<file path="config.mk">
export PLATFORM = sky130hd
export DESIGN_NAME = pair_reduce_seq_flat
export DESIGN_NICKNAME = d
export VERILOG_FILES = /design/src/rtl/pair_reduce_seq_if.sv /design/src/rtl/pair_reduce_seq.sv /design/src/flat_wrapper.sv
export SDC_FILE = /design/constraint.sdc
export NUM_CORES = 1
export LEC_CHECK = 0
export ABC_AREA = 1
export BUFFER_PORTS_ARGS = -buffer_cell sky130_fd_sc_hd__clkbuf_2
export CAP_MARGIN = 5
export CORE_MARGIN = 2
export CORE_UTILIZATION = 35
export DETAILED_ROUTE_END_ITERATION = 8
export GPL_TIMING_DRIVEN = 0
export SKIP_LAST_GASP = 1
export SLEW_MARGIN = 25
export SYNTH_ARGS = -nofsm -noshare
export SYNTH_HDL_FRONTEND = slang
export SYNTH_SLANG_ARGS = --single-unit
export TNS_END_PERCENT = 5
</file>
<file path="constraint.sdc">
create_clock -name clk -period 1.54 [get_ports clk]
set_input_delay 0.154 -clock clk [delete_from_list [all_inputs] [get_ports clk]]
set_output_delay 0.154 -clock clk [all_outputs]
set_load 0.005 [all_outputs]
</file>
<file path="src/rtl/pair_reduce_seq_if.sv">
`default_nettype none
// ============================================================================
// Module   : pair_reduce_seq_if
// Purpose  : Handshake bundle for pair_reduce_seq. The producer side offers an
//            operand bus plus op select; the consumer side receives the
//            per-pair result flags.
// Signals  : in_data   [WIDTH]    operand bus            (producer -> block)
//            in_mode   [2]        op select              (producer -> block)
//            in_valid  [1]        operand offered        (producer -> block)
//            in_ready  [1]        block can accept       (block -> producer)
//            out_pairs [WIDTH/2]  per-pair result        (block -> consumer)
//            out_valid [1]        result valid           (block -> consumer)
//            out_ready [1]        consumer accepts       (consumer -> block)
// Modports : master = producer/consumer environment, slave = the block.
// Revision : 1.0  initial release
// ============================================================================
interface pair_reduce_seq_if #(
  parameter int WIDTH = 8
);
  logic [WIDTH-1:0]   in_data;
  logic [1:0]         in_mode;
  logic               in_valid;
  logic               in_ready;
  logic [WIDTH/2-1:0] out_pairs;
  logic               out_valid;
  logic               out_ready;

  modport master (
    output in_data, in_mode, in_valid, out_ready,
    input  in_ready, out_pairs, out_valid
  );

  modport slave (
    input  in_data, in_mode, in_valid, out_ready,
    output in_ready, out_pairs, out_valid
  );
endinterface
`default_nettype wire

</file>
<file path="src/rtl/pair_reduce_seq.sv">
`default_nettype none
// ============================================================================
// Module   : pair_reduce_seq
// Purpose  : Splits a WIDTH-bit operand into WIDTH/2 adjacent bit pairs and
//            reduces each pair with a selectable op (AND/OR/XOR/XNOR),
//            evaluating LANES pairs per cycle. Result bit k is
//            op(in_data[2k+1], in_data[2k]).
// Ports    : clk   - single clock, rising edge
//            rst_n - asynchronous active-low reset
//            bus   - pair_reduce_seq_if.slave handshake bundle
// Params   : WIDTH - operand width, even and >= 2
//            LANES - pairs per cycle, must divide WIDTH/2
// Timing   : out_valid rises WIDTH/(2*LANES) edges after the accept edge;
//            one transaction per STEPS+2 cycles at most.
// Revision : 1.0  initial release
// ============================================================================
module pair_reduce_seq #(
  parameter int WIDTH = 8,
  parameter int LANES = 1
) (
  input  logic              clk,
  input  logic              rst_n,
  pair_reduce_seq_if.slave  bus
);

  localparam int NPAIRS = WIDTH / 2;
  localparam int STEPS  = WIDTH / (2 * LANES);
  localparam int CW     = (STEPS > 1) ? $clog2(STEPS) : 1;
  localparam logic [CW-1:0] LAST_STEP = CW'(STEPS - 1);

  typedef enum logic [1:0] {
    IDLE = 2'd0,
    CALC = 2'd1,
    HOLD = 2'd2
  } state_e;

  state_e            state_q, state_d;
  logic [WIDTH-1:0]  shreg_q, shreg_d;
  logic [1:0]        mode_q,  mode_d;
  logic [CW-1:0]     cnt_q,   cnt_d;
  logic [NPAIRS-1:0] result_q, result_d;
  logic [LANES-1:0]  lane_res;

  // Lane j always looks at pair j of the shift register; the register is
  // shifted down so that successive steps present successive pair groups.
  always_comb begin
    lane_res = '0;
    for (int j = 0; j < LANES; j++) begin
      case (mode_q)
        2'b00:   lane_res[j] =   shreg_q[2*j+1] & shreg_q[2*j];
        2'b01:   lane_res[j] =   shreg_q[2*j+1] | shreg_q[2*j];
        2'b10:   lane_res[j] =   shreg_q[2*j+1] ^ shreg_q[2*j];
        default: lane_res[j] = ~(shreg_q[2*j+1] ^ shreg_q[2*j]);
      endcase
    end
  end

  always_comb begin
    state_d  = state_q;
    shreg_d  = shreg_q;
    mode_d   = mode_q;
    cnt_d    = cnt_q;
    result_d = result_q;
    case (state_q)
      IDLE: begin
        if (bus.in_valid) begin
          shreg_d  = bus.in_data;
          mode_d   = bus.in_mode;
          cnt_d    = '0;
          result_d = '0;
          state_d  = CALC;
        end
      end
      CALC: begin
        shreg_d = shreg_q >> (2 * LANES);
        cnt_d   = cnt_q + 1'b1;
        // Unrolled over steps so every result bit index is a constant.
        for (int s = 0; s < STEPS; s++) begin
          if (cnt_q == CW'(s)) begin
            for (int j = 0; j < LANES; j++) begin
              result_d[s*LANES+j] = lane_res[j];
            end
          end
        end
        if (cnt_q == LAST_STEP) begin
          state_d = HOLD;
        end
      end
      HOLD: begin
        if (bus.out_ready) begin
          state_d = IDLE;
        end
      end
      default: state_d = IDLE;
    endcase
  end

  always_ff @(posedge clk or negedge rst_n) begin
    if (!rst_n) begin
      state_q  <= IDLE;
      shreg_q  <= '0;
      mode_q   <= 2'b00;
      cnt_q    <= '0;
      result_q <= '0;
    end else begin
      state_q  <= state_d;
      shreg_q  <= shreg_d;
      mode_q   <= mode_d;
      cnt_q    <= cnt_d;
      result_q <= result_d;
    end
  end

  assign bus.in_ready  = (state_q == IDLE);
  assign bus.out_valid = (state_q == HOLD);
  assign bus.out_pairs = result_q;

endmodule
`default_nettype wire
</file>
<file path="src/flat_wrapper.sv">
// flat-port wrapper written by rule: the top's interface ports become plain ports
module pair_reduce_seq_flat 
#(
  parameter int WIDTH = 8,
  parameter int LANES = 1
)
  (clk, rst_n, bus_in_data, bus_in_mode, bus_in_valid, bus_out_ready, bus_in_ready, bus_out_pairs, bus_out_valid);
  pair_reduce_seq_if #(.WIDTH(WIDTH)) bus_i ();
  input  logic clk;
  input  logic rst_n;
  input wire logic [$bits(bus_i.in_data)-1:0] bus_in_data;
  input wire logic [$bits(bus_i.in_mode)-1:0] bus_in_mode;
  input wire logic [$bits(bus_i.in_valid)-1:0] bus_in_valid;
  input wire logic [$bits(bus_i.out_ready)-1:0] bus_out_ready;
  output wire logic [$bits(bus_i.in_ready)-1:0] bus_in_ready;
  output wire logic [$bits(bus_i.out_pairs)-1:0] bus_out_pairs;
  output wire logic [$bits(bus_i.out_valid)-1:0] bus_out_valid;
  assign bus_i.in_data = bus_in_data;
  assign bus_i.in_mode = bus_in_mode;
  assign bus_i.in_valid = bus_in_valid;
  assign bus_i.out_ready = bus_out_ready;
  assign bus_in_ready = bus_i.in_ready;
  assign bus_out_pairs = bus_i.out_pairs;
  assign bus_out_valid = bus_i.out_valid;
  pair_reduce_seq #(.WIDTH(WIDTH), .LANES(LANES)) u_core (.clk(clk), .rst_n(rst_n), .bus(bus_i));
endmodule
</file>
* Word level (Yosys, flattened, before mapping)
Cells that the tools add are included.
** Storage, ports and cells
- Output and inout bits :: 6
- Bits of input ports :: 14
- Logic and storage cells :: 52
- Flip-flop bits (word level) :: 18
** Operators by class
- Equal/unequal tests :: 13
- Add/subtract/negate cells :: 1
- Mux-type cells :: 15
- Bitwise logic cells :: 4
- Reductions and logical operators :: 11
** Operators by type and width (number)
- $pmux W8 S2 :: 1
- $reduce_and A3 Y1 :: 5
- $eq A2 B2 Y1 const B :: 4
- $mux W2 :: 4
- $mux W8 :: 1
- $ne A2 B1 Y1 const B :: 4
- $pmux W4 S2 :: 1
- $eq A2 B1 Y1 const B :: 3
- $logic_not A2 Y1 :: 3
- $pmux W2 S3 :: 1
- $mux W1 :: 4
- $mux W4 :: 1
- $ne A2 B2 Y1 const B :: 2
- $pmux W2 S2 :: 1
- $reduce_and A2 Y1 :: 2
- $pmux W1 S3 :: 1
- $add A2 B1 Y2 const B :: 1
- $reduce_bool A2 Y1 :: 1
- $and A1 B1 Y1 :: 1
- $not A1 Y1 :: 1
- $or A1 B1 Y1 :: 1
- $xor A1 B1 Y1 :: 1

* Longest topological paths before layout
- Word-level depth :: 5
- Gate-level depth with buffers :: 8
- Depth with buffers taken out :: 8

* Least setup slack after synthesis
OpenSTA, ideal clock, no wires.
- Path type :: reg2reg
- Start :: register u_core.state_q[0]
- End :: register u_core.cnt_q[0]
- Clock period less this slack :: 1.159 ns
- Library setup time :: 0.120 ns
- Path buffers :: 1
- Cell stages (with the launch flop) :: 6
- Required time :: 1.420 ns
- Setup slack :: 0.381 ns
- Data arrival time :: 1.039 ns
- Cell sequence :: dfrtp_1 nor2_2 nand2_4 nand2_4 buf_6 o21ai_2
** On the way
- Word-level cells in the longest chain between the ends :: 3
- Elaborated cells between the ends (all ways) :: 6
- Classes of those cells :: eq/ne: 2; mux: 1; reduce/logical: 3
** RTL lines
- start, declared :: RTL line pair_reduce_seq.sv:37 : state_e state_q, state_d;
- start signal, assigned :: RTL line pair_reduce_seq.sv:106 : state_q <= state_d;
- $logic_not A2 Y1 (*)
- named net bus_in_ready :: RTL line flat_wrapper.sv:15 : output wire logic [$bits(bus_i.in_ready)-1:0] bus_in_ready;
- $ne A2 B2 Y1 (no source line) / $reduce_bool A2 Y1 (equally long branches)
- $reduce_and A2 Y1 (no source line)
- end signal, assigned :: RTL line pair_reduce_seq.sv:109 : cnt_q <= cnt_d;
- end, declared :: RTL line pair_reduce_seq.sv:40 : logic [CW-1:0] cnt_q, cnt_d;
Mark *: on every way through the listed nets, which the timed path passes. The rest lies on a longest branch.
A chain may end at the register's enable or synchronous reset.

* Worst setup path in the final report
- Start :: register u_core.state_q[0]
- End :: output port bus_in_ready
** On the way
- Word-level cells in the longest chain between the ends :: 1
** RTL lines
- $logic_not A2 Y1 :: RTL line pair_reduce_seq.sv:114 : assign bus.in_ready = (state_q == IDLE);
- end, declared :: RTL line flat_wrapper.sv:15
Every way passes these cells.

==> results.sh <==
export IMPL_firstDrtPassIters=3
export IMPL_core_area_um2=2760
export IMPL_dp_hpwl_um=1430
export IMPL_max_cap_violations=0
export IMPL_final_cell_mix="nand2_1, clkbuf_2, dfrtp_1"
export IMPL_cts_buffers=3
export IMPL_drc=0
export IMPL_cts_tree="yes"
export IMPL_worstSetupPathType="register to output pin"
export IMPL_arrival_ns=1.15
export IMPL_required_ns=1.39
export IMPL_finalCritPeriodShare_pct=84.5
export IMPL_insertion_delay_ns=0.29
export IMPL_worst_pin_slew_ns=0.477
export IMPL_cts_resized_gates=0
export IMPL_net_switching_power_mw=1.10
export IMPL_initialDrtViolationCount=8
export IMPL_clock_sinks=18
export IMPL_tns_ns=0
export IMPL_postCtsSetupRepairBufs=0
export IMPL_drv_slew=0
export IMPL_grt_max_degree=19
export IMPL_num_vias=804
export IMPL_clock_skew_ns=0.00321
export IMPL_cts_root_buf="clkbuf_4"
export IMPL_switching_share_pct=44.9
export IMPL_finalHoldViolCount=0
export IMPL_power_internal_mw=1.35
export IMPL_die_w_um=57.7
export IMPL_grt_overflow=0
export IMPL_dieArea_um2=3330
export IMPL_yosys_register_bits=18
export IMPL_start_kind="register"
export IMPL_drive_gt1_share_pct=31.9
export IMPL_grt_usage_pct=12.9
export IMPL_clock_power_share_pct=11.8
export IMPL_num_rows=19
export IMPL_grt_pass1_vias=771
export IMPL_ys_seq_area_share_pct=44.7
export IMPL_vias_per_cell=4.76
export IMPL_hold_class="input port to register"
export IMPL_antenna_found_initial=0
export IMPL_gp_congestion=0.762
export IMPL_finalSetupViolCount=0
export IMPL_postCtsHoldBufs=1
export IMPL_ioPinCount=20
export IMPL_yosysWarningCount=0
export IMPL_peakVddDrop_v=0.000997
export IMPL_htree_levels=1
export IMPL_critPathMaxFanout=5
export IMPL_synth_top_cell_by_area="dfrtp_1"
export IMPL_post_route_cell_area_um2=1190
export IMPL_dpl_cell_area_um2=1140
export IMPL_wl_per_cell_um=10.9
export IMPL_fin_crit_ns=1.30
export IMPL_slew_headroom_pct=68.2
export IMPL_drt_wl_total_um=1840
export IMPL_powerDensity_nw_per_um2=2070
export IMPL_cp_end_kind="output pin"
export IMPL_grt_pass1_wl_um=3340
export IMPL_port_buffers=19
export IMPL_num_antenna_cells=0
export IMPL_ant_nets=0
export IMPL_rsz0062_at_grt="no"
export IMPL_syn_inst=114
export IMPL_status="finished, final reports clean"
export IMPL_final_common_cell="nand2_1"
export IMPL_p_seq_share_pct=32.9
export IMPL_nets=159
export IMPL_start_util_pct=36.6
export IMPL_synthesis_area_um2=1010
export IMPL_synth_cell_types=18
export IMPL_comb_power_share_pct=55.3
export IMPL_fmax_mhz=769
export IMPL_synth_top_area_share_pct=44.7
export IMPL_leakage_nw=0.633
export IMPL_die_y_um=57.7
export IMPL_cts_max_path_buffers=2
export IMPL_path_clk_slew_ns=0.10
export IMPL_synthToLayoutAreaGrowth_pct=17.9
export IMPL_synth_nets=134
export IMPL_syn_area_per_cell_um2=8.85
export IMPL_synth_area_leaders="dfrtp_1, nand2_1, o21ai_2, ha_1, inv_1"
-- through the flow --
stage	hold slack (ns)	setup slack [ns]	utilization, %	instances	power, mW
after floorplan	-0.142	0.381	-	114	1.88
after global placement	0.132	0.289	41.4	164	2.15
after global routing	0.0376	0.0882	43.1	169	2.72
final	0.0409	0.239	43.1	169	2.46
after CTS	0.0316	0.221	43.1	169	2.50
after detailed placement	0.132	0.280	41.4	164	2.20
-- critical path: stages, from the launching register on --
cell	delay, ns
dfrtp_1	0.48
nor2_2	0.23
clkbuf_2	0.16
-- power by group through the flow --
stage | logic [mW] | clock network, mW | registers, mW
CTS | 1.38 | 0.307 | 0.810
finish | 1.36 | 0.291 | 0.808
global route | 1.56 | 0.322 | 0.836
global placement | 1.34 | 0 | 0.814
floorplan | 1.08 | 0 | 0.801
detailed placement | 1.38 | 0 | 0.820
-- per-layer routing --
| layer | vias up | share of wire (%) | GRT usage [%] |
|---|---|---|---|
| met3 | 2 | 4.3 | 2.46 |
| met2 | 13 | 50 | 20.8 |
| met1 | 377 | 45 | 16.9 |
| met5 | - | 0 | 0 |
| li1 | 412 | - | - |
| met4 | 0 | 0.98 | 5.98 |
-- cells in the mapped netlist, drive strengths merged --
library cell / count
a21oi: 2
buf: 3
dfrtp: 18
ha: 6
inv: 18
nand2: 30
nand3: 10
nor2: 5
o211ai: 2
o21ai: 19
o31ai: 1
-- cells by family (layout without fill, tap and decap cells) --
family / count (synthesis) / after routing / synth area share, %
buffers and inverters: 21 / 45 / 10.0
DFF: 18 / 18 / 44.7
AOI/OAI and AO/OA: 24 / 24 / 16.4
and+or+nand+nor: 45 / 45 / 21.5
adders and majority gates: 6 / 6 / 7.44
-- final timing paths --
check,slack [ns],startpoint,depth (start not counted),endpoint
worst max-delay path,0.24,u_core.state_q[0],2,bus_in_ready
worst min-delay path,0.04,bus_out_ready,2,u_core.state_q[1]
worst max register to register,0.27,u_core.state_q[0],5,u_core.shreg_q[7]
worst min register to register,0.52,u_core.bus.out_pairs[0],2,u_core.bus.out_pairs[0]
max in group asynchronous,0.88,rst_n,2,u_core.shreg_q[6]
min in group asynchronous,0.33,rst_n,2,u_core.shreg_q[3]
-- sequential cells by signal, summed over array words and instances (netlist names) --
signal and flops:
u_core.state_q 2, u_core.cnt_q 2, u_core.shreg_q 8, u_core.mode_q 2, u_core.bus.out_pairs 4
-- cell type report --
type / instances / area (um2)
Sequential cell: 18 / 450
Inverter: 18 / 67.6
Buffer: 3 / 33.8
Fill cell: 283 / 1570
Clock buffer: 4 / 36.3
Multi-Input combinational cell: 75 / 457
Timing Repair Buffer: 20 / 105
Tap cell: 31 / 38.8
No activity file was read; power rests on OpenSTA's default activity.
